### src/rtl/time_rom_arbiter.sv
// time_rom_arbiter: two-requester arbiter in front of a single-port sprite ROM.
// Requester 0 draws pixels and requester 1 renders the timer bar. Grants are
// combinational. Read data returns one cycle after the grant. A return tag
// (valid, id, oob) routes that data back to the requester that was granted.
// Optional feature: define TIME_ROM_ARB_RR_EN for round-robin tie-breaking.
// When it is left undefined, requester 0 always wins a tie (fixed priority).
module time_rom_arbiter #(
    parameter int DEPTH = 272,
    parameter int AW    = 9,
    parameter int DW    = 4
) (
    input  logic          Clk,
    input  logic          Reset_n,
    input  logic          req0,
    input  logic          req1,
    input  logic [AW-1:0] addr0,
    input  logic [AW-1:0] addr1,
    output logic          grant0,
    output logic          grant1,
    output logic          rvalid0,
    output logic          rvalid1,
    output logic [DW-1:0] rdata0,
    output logic [DW-1:0] rdata1,
    output logic [AW-1:0] rom_addr,
    input  logic [DW-1:0] rom_data,
    output logic          err_oob,
    output logic [15:0]   gcnt0,
    output logic [15:0]   gcnt1
);

    // Saturating 16-bit increment used by both grant counters.
    function automatic logic [15:0] sat_inc16(input logic [15:0] v);
        if (v == 16'hFFFF) begin
            return v;
        end else begin
            return v + 16'd1;
        end
    endfunction

    logic          ptr_r;        // id of the last granted requester
    logic          tag_valid_r;  // a grant was issued in the previous cycle
    logic          tag_id_r;     // requester that owns the returning data
    logic          tag_oob_r;    // the returning grant was out of range
    logic          err_oob_r;
    logic [15:0]   gcnt0_r;
    logic [15:0]   gcnt1_r;

    logic          grant0_s;
    logic          grant1_s;
    logic          gnt_any_s;
    logic          gnt_oob_s;
    logic [AW-1:0] gnt_addr_s;

    // Arbitration: pick at most one requester this cycle. Nothing is granted in reset.
    always_comb begin
        grant0_s = 1'b0;
        grant1_s = 1'b0;
        if (!Reset_n) begin
            grant0_s = 1'b0;
            grant1_s = 1'b0;
        end else if (req0 && req1) begin
`ifdef TIME_ROM_ARB_RR_EN
            // The requester that was not granted last time wins the tie.
            grant0_s = ptr_r;
            grant1_s = ~ptr_r;
`else
            // Fixed priority: the pointer is still tracked but cannot steer this choice.
            grant0_s = 1'b1;
            grant1_s = ptr_r & 1'b0;
`endif
        end else if (req0) begin
            grant0_s = 1'b1;
        end else if (req1) begin
            grant1_s = 1'b1;
        end else begin
            grant0_s = 1'b0;
            grant1_s = 1'b0;
        end
    end

    // Address path: select the granted address. An out-of-range address drives address 0 to the ROM.
    always_comb begin
        gnt_any_s = grant0_s | grant1_s;
        if (grant1_s) begin
            gnt_addr_s = addr1;
        end else begin
            gnt_addr_s = addr0;
        end
        gnt_oob_s = gnt_any_s && (32'(gnt_addr_s) >= DEPTH);
        if (gnt_any_s && !gnt_oob_s) begin
            rom_addr = gnt_addr_s;
        end else begin
            rom_addr = {AW{1'b0}};
        end
    end

    // State: return tag reloaded every cycle, last-grant pointer, sticky error, grant counters.
    always_ff @(posedge Clk) begin
        if (!Reset_n) begin
            ptr_r       <= 1'b1;
            tag_valid_r <= 1'b0;
            tag_id_r    <= 1'b0;
            tag_oob_r   <= 1'b0;
            err_oob_r   <= 1'b0;
            gcnt0_r     <= 16'h0000;
            gcnt1_r     <= 16'h0000;
        end else begin
            tag_valid_r <= gnt_any_s;
            tag_id_r    <= grant1_s;
            tag_oob_r   <= gnt_oob_s;
            if (gnt_any_s) begin
                ptr_r <= grant1_s;
            end else begin
                ptr_r <= ptr_r;
            end
            err_oob_r <= err_oob_r | gnt_oob_s;
            if (grant0_s) begin
                gcnt0_r <= sat_inc16(gcnt0_r);
            end else begin
                gcnt0_r <= gcnt0_r;
            end
            if (grant1_s) begin
                gcnt1_r <= sat_inc16(gcnt1_r);
            end else begin
                gcnt1_r <= gcnt1_r;
            end
        end
    end

    // Output steering: route ROM data to the tagged requester. All outputs are held at 0 during reset.
    always_comb begin
        grant0  = grant0_s;
        grant1  = grant1_s;
        rvalid0 = Reset_n & tag_valid_r & ~tag_id_r;
        rvalid1 = Reset_n & tag_valid_r & tag_id_r;
        if (rvalid0 && !tag_oob_r) begin
            rdata0 = rom_data;
        end else begin
            rdata0 = {DW{1'b0}};
        end
        if (rvalid1 && !tag_oob_r) begin
            rdata1 = rom_data;
        end else begin
            rdata1 = {DW{1'b0}};
        end
        if (Reset_n) begin
            err_oob = err_oob_r;
            gcnt0   = gcnt0_r;
            gcnt1   = gcnt1_r;
        end else begin
            err_oob = 1'b0;
            gcnt0   = 16'h0000;
            gcnt1   = 16'h0000;
        end
    end

endmodule

### config.mk
export PLATFORM = sky130hd
export DESIGN_NAME = time_rom_arbiter
export DESIGN_NICKNAME = d
export VERILOG_FILES = /design/src/rtl/time_rom_arbiter.sv
export SDC_FILE = /design/constraint.sdc
export NUM_CORES = 1
export LEC_CHECK = 0
export ABC_CLOCK_PERIOD_IN_PS = 2080
export CAP_MARGIN = 20
export CORE_MARGIN = 2
export CORE_UTILIZATION = 40
export DETAILED_ROUTE_END_ITERATION = 8
export GPL_TIMING_DRIVEN = 0
export PLACE_DENSITY_LB_ADDON = 0.08
export SLEW_MARGIN = 20
export SYNTH_ARGS = -nofsm -noshare
export SYNTH_HDL_FRONTEND = slang
export SYNTH_SLANG_ARGS = --single-unit
export TNS_END_PERCENT = 50
### constraint.sdc
create_clock -name Clk -period 2.08 [get_ports Clk]
set_clock_uncertainty 0.15 [all_clocks]
set_input_delay 0.208 -clock Clk [delete_from_list [all_inputs] [get_ports Clk]]
set_output_delay 0.208 -clock Clk [all_outputs]
set_load 0.01 [all_outputs]
==> flow_results.org <==
** Finish
- Number of nets at the end of the flow :: between 300 and 400
- Sequential standard cell area :: 721.9 um^2
- Antenna fix cells :: 0
- In the final layout, the share of cells above drive strength 1 is 21.25%.
- Area of the multi-input gates :: 1434 um^2
- Fill cells in the final layout number 483.
- Post-route core utilization :: about 63%
- Compared with the post-synthesis result, the final layout area differs by 51.10%.

** Critical path
- In this run the critical register-to-register path is launched from gcnt1_r[0].
- Of all nets on the critical path, the largest fanout is 5.
- Arrival time of the worst setup path :: 2.09 ns
- The critical path in this run is classified as flop to flop.
- Worst setup path start :: gcnt1_r[0]
- Data on the critical path is required at its endpoint by 2.11 ns.
- STA classifies the critical path startpoint as a flop.
- The worst setup path is captured at a flop.

** Clock network
- # clock sinks :: 36
- TritonCTS built the clock tree.
- Clock-pin slew was measured on the worst setup and hold paths at about 0.070 ns.
- The H-tree was split into 2 levels.
- CTS placed an instance of sky130_fd_sc_hd__clkbuf_8 at the clock tree root.
- For this design, the CTS-stage hold fixing added 0 buffers.
- At the later pin of the worst-skew pair, clock insertion delay measures 0.29 ns.
- The number of clock buffers added by TritonCTS is 5.
- In this run the deepest clock path goes through 2 buffers.

** Timing
- Fmax :: between 400 and 500 MHz
- Number of max-slew violations in the final report :: 0
- The worst pin sits at a relative slew slack of a little under two thirds.
- Setup repair after global routing missed its margin :: yes
- Final hold analysis gives a worst-case slack of between 0.15 and 0.2 ns.
- Slew of the pin with the lowest slew margin :: 0.5414 ns
- Final period utilization :: 98.83%
- Final min period :: 2.056 ns
- Setup violations remaining at the end of the flow were counted as 0.
- Endpoints failing hold :: 0

** Logic synthesis
- Number of distinct library cells after synthesis :: 43
- Post-synth design cell area :: 2155 um^2
- Synthesized instance count :: 274
- Register area share after synthesis :: approximately a third
- Counting every net in the synthesized netlist gives ~300.
- Flop and latch count out of synthesis :: 36
- Yosys printed 0 warnings.
- A synthesized cell averages 7.863 um^2.

** Floorplanning
- Number of placed I/O pins :: 80
- DIE WIDTH :: 77.39 um
- The floorplan has 26 rows.
- The floorplan step defined a core boundary enclosing 5140 um^2.
- Initial cell density of the core :: 41.92%
- The floorplan step defined a die boundary enclosing 5989 um^2.
- From bottom edge to top edge, the die measures 77.39 um.

** Worst hold path
- The worst hold path belongs to the class input pin to flop.
- The worst hold path begins at req0.

** Detailed routing
- Iteration count of the initial detailed-routing pass :: 4
- Remaining antenna violation count after routing :: 0
- In the final routed layout, each cell accounts on average for 13.69 um.
- After detailed routing, the total wire length is 5.984 mm.
- After the first detailed-routing iteration, the DRC count stood at 90.
- Vias after detailed routing :: between 2k and 2.5k
- DRC Markers :: 0
- Number of vias per cell after detailed routing :: 5.275

** Global routing
- Gr usage total :: 20.77%
- Vias in the first global route :: 2,205
- Antenna violations before repair :: 0
- Global route total overflow :: 0
- The first global-routing pass estimated 10.12 mm of wire.
- Entering global routing, the biggest net connects 13 pins.

** Run status
- Outcome :: finished clean

** Placed design
- Half-perimeter wire length after placement :: approximately 4.4 mm
- Final GP Congestion :: 0.8007
- The count of buffers added on input and output ports is between 70 and 80.

** Power
- Power per unit of standard cell area :: 443.7 nW/um^2
- VDD sags by at most 0.2464 mV.
- Summed over all cells, the static leakage comes to 1.466 nW.

** Job
- Across the run, the number of max-cap violations was 0.
==> what timing repair did <==
action                     in CTS  in global routing
gates resized for setup        78                 25
setup buffers                   6                  1
setup endpoints to repair      49                 30
pin swaps                       5                  5
cloned                          1                  0
==> routing by layer <==
layer | global-route usage, % | vias to the layer above | wire (um)
li1 | - | 1158 | -
met3 | 6.744 | 5 | 431
met1 | 26.25 | 1063 | 2728
met5 | 0 | - | 0
met2 | 34.17 | 79 | 2777
met4 | 5.357 | 0 | 46
==> per-stage QoR <==
| stage | instances | TNS, ns | total power, mW | cell area [um^2] | setup WS [ns] |
|---|---|---|---|---|---|
| 3_3_place_gp | 423 | -28.56 | 0.9171 | 3033 | -0.8290 |
| 6_report | 437 | 0 | 1.444 | 3256 | 0.02431 |
| 4_1_cts | 436 | 0 | 1.458 | 3203 | 0.002424 |
| 2_1_floorplan | 274 | 0 | 0.8046 | 2155 | 0.1311 |
| 3_5_place_dp | 423 | -30.07 | 0.9208 | 3033 | -0.8379 |
| 5_1_grt | 437 | -0.03183 | 1.522 | 3256 | -0.03183 |
==> report_power, final <==
part	switching [mW]	total (mW)	internal, mW
sequential	0.00968	0.712	0.702
combinational	0.0996	0.211	0.111
clock	0.257	0.522	0.264
total	0.367	1.44	1.08
==> critical path, stage by stage (launching register included) <==
cell,delay (ns)
sky130_fd_sc_hd__dfxtp_1,0.40
sky130_fd_sc_hd__ha_2,0.24
sky130_fd_sc_hd__nand3_2,0.13
sky130_fd_sc_hd__or4_4,0.54
sky130_fd_sc_hd__and2_4,0.20
sky130_fd_sc_hd__mux2_4,0.29
==> final cells by class <==
class	count	area share, %
Buffer	11	2.267
Tap cell	70	2.690
Multi-Input combinational cell	214	44.04
Inverter	12	1.499
Timing Repair Buffer	86	24.48
Sequential cell	36	22.18
Clock buffer	6	2.537
Clock inverter	2	0.3075
==> cells in the final DEF, fill, tap and decap left out, drive strengths merged, types with 7 or more instances in the layout <==
cell / count
clkdlybuf4s50: 51
and2: 38
dfxtp: 36
nand2: 34
a21oi: 24
nor2: 21
buf: 20
clkbuf: 15
mux2: 14
inv: 11
nand4: 11
nand3: 8
and3: 7
mux2i: 7
==> state kept, by name, indices dropped and copies added (netlist names) <==
register / cells
err_oob_r: 1
gcnt0_r: 16
gcnt1_r: 16
tag_id_r: 1
tag_oob_r: 1
tag_valid_r: 1
==> cells in the mapped netlist <==
cell type,instances,area share (%)
sky130_fd_sc_hd__a21boi_0,2,0.70
sky130_fd_sc_hd__a21oi_1,24,5.6
sky130_fd_sc_hd__a311oi_1,1,0.41
sky130_fd_sc_hd__a311oi_2,1,0.70
sky130_fd_sc_hd__a31oi_1,1,0.29
sky130_fd_sc_hd__and2_1,36,10
sky130_fd_sc_hd__and2_2,1,0.35
sky130_fd_sc_hd__and2_4,1,0.41
sky130_fd_sc_hd__and3_1,7,2.0
sky130_fd_sc_hd__and4_1,2,0.81
sky130_fd_sc_hd__and4_2,1,0.46
sky130_fd_sc_hd__and4b_1,1,0.46
sky130_fd_sc_hd__buf_2,3,0.70
sky130_fd_sc_hd__clkbuf_1,10,1.7
sky130_fd_sc_hd__dfxtp_1,36,33
sky130_fd_sc_hd__ha_1,2,1.2
sky130_fd_sc_hd__inv_1,12,2.1
sky130_fd_sc_hd__mux2_2,13,6.8
sky130_fd_sc_hd__mux2_4,1,0.70
sky130_fd_sc_hd__mux2i_1,7,3.3
sky130_fd_sc_hd__nand2_1,34,5.9
sky130_fd_sc_hd__nand3_1,8,1.9
sky130_fd_sc_hd__nand3b_1,1,0.35
sky130_fd_sc_hd__nand4_1,10,2.9
sky130_fd_sc_hd__nand4_2,1,0.58
sky130_fd_sc_hd__nor2_1,21,3.7
sky130_fd_sc_hd__nor2b_1,1,0.29
sky130_fd_sc_hd__nor3_1,6,1.4
sky130_fd_sc_hd__nor3b_1,1,0.35
sky130_fd_sc_hd__nor4_1,1,0.29
sky130_fd_sc_hd__nor4_2,1,0.58
sky130_fd_sc_hd__nor4b_1,2,0.81
sky130_fd_sc_hd__o2111ai_1,2,0.81
sky130_fd_sc_hd__o211a_1,1,0.46
sky130_fd_sc_hd__o21ai_0,6,1.4
sky130_fd_sc_hd__o31ai_1,2,0.70
sky130_fd_sc_hd__o41ai_1,3,1.2
sky130_fd_sc_hd__or2_2,1,0.29
sky130_fd_sc_hd__or3_1,4,1.2
sky130_fd_sc_hd__or4_1,3,1.0
sky130_fd_sc_hd__or4_4,1,0.52
sky130_fd_sc_hd__or4b_1,1,0.46
sky130_fd_sc_hd__xor2_1,1,0.41
==> logic make-up after synthesis <==
group	share of synthesized area [%]
compound gates	12.25
xor+xnor	0.4066
fa+ha+maj	1.161
buf+inv	4.529
flops	33.45
mux	10.74
simple gates	37.46
==> worst paths after layout <==
check,endpoint,slack [ns],cells after the start
hold reg to reg,gcnt0_r[3],0.33,1
setup reg to reg,gcnt1_r[1],0.02,5
hold / removal,tag_valid_r,0.17,3
setup / recovery,gcnt1_r[1],0.02,5
(Power assumes the default switching activity.)
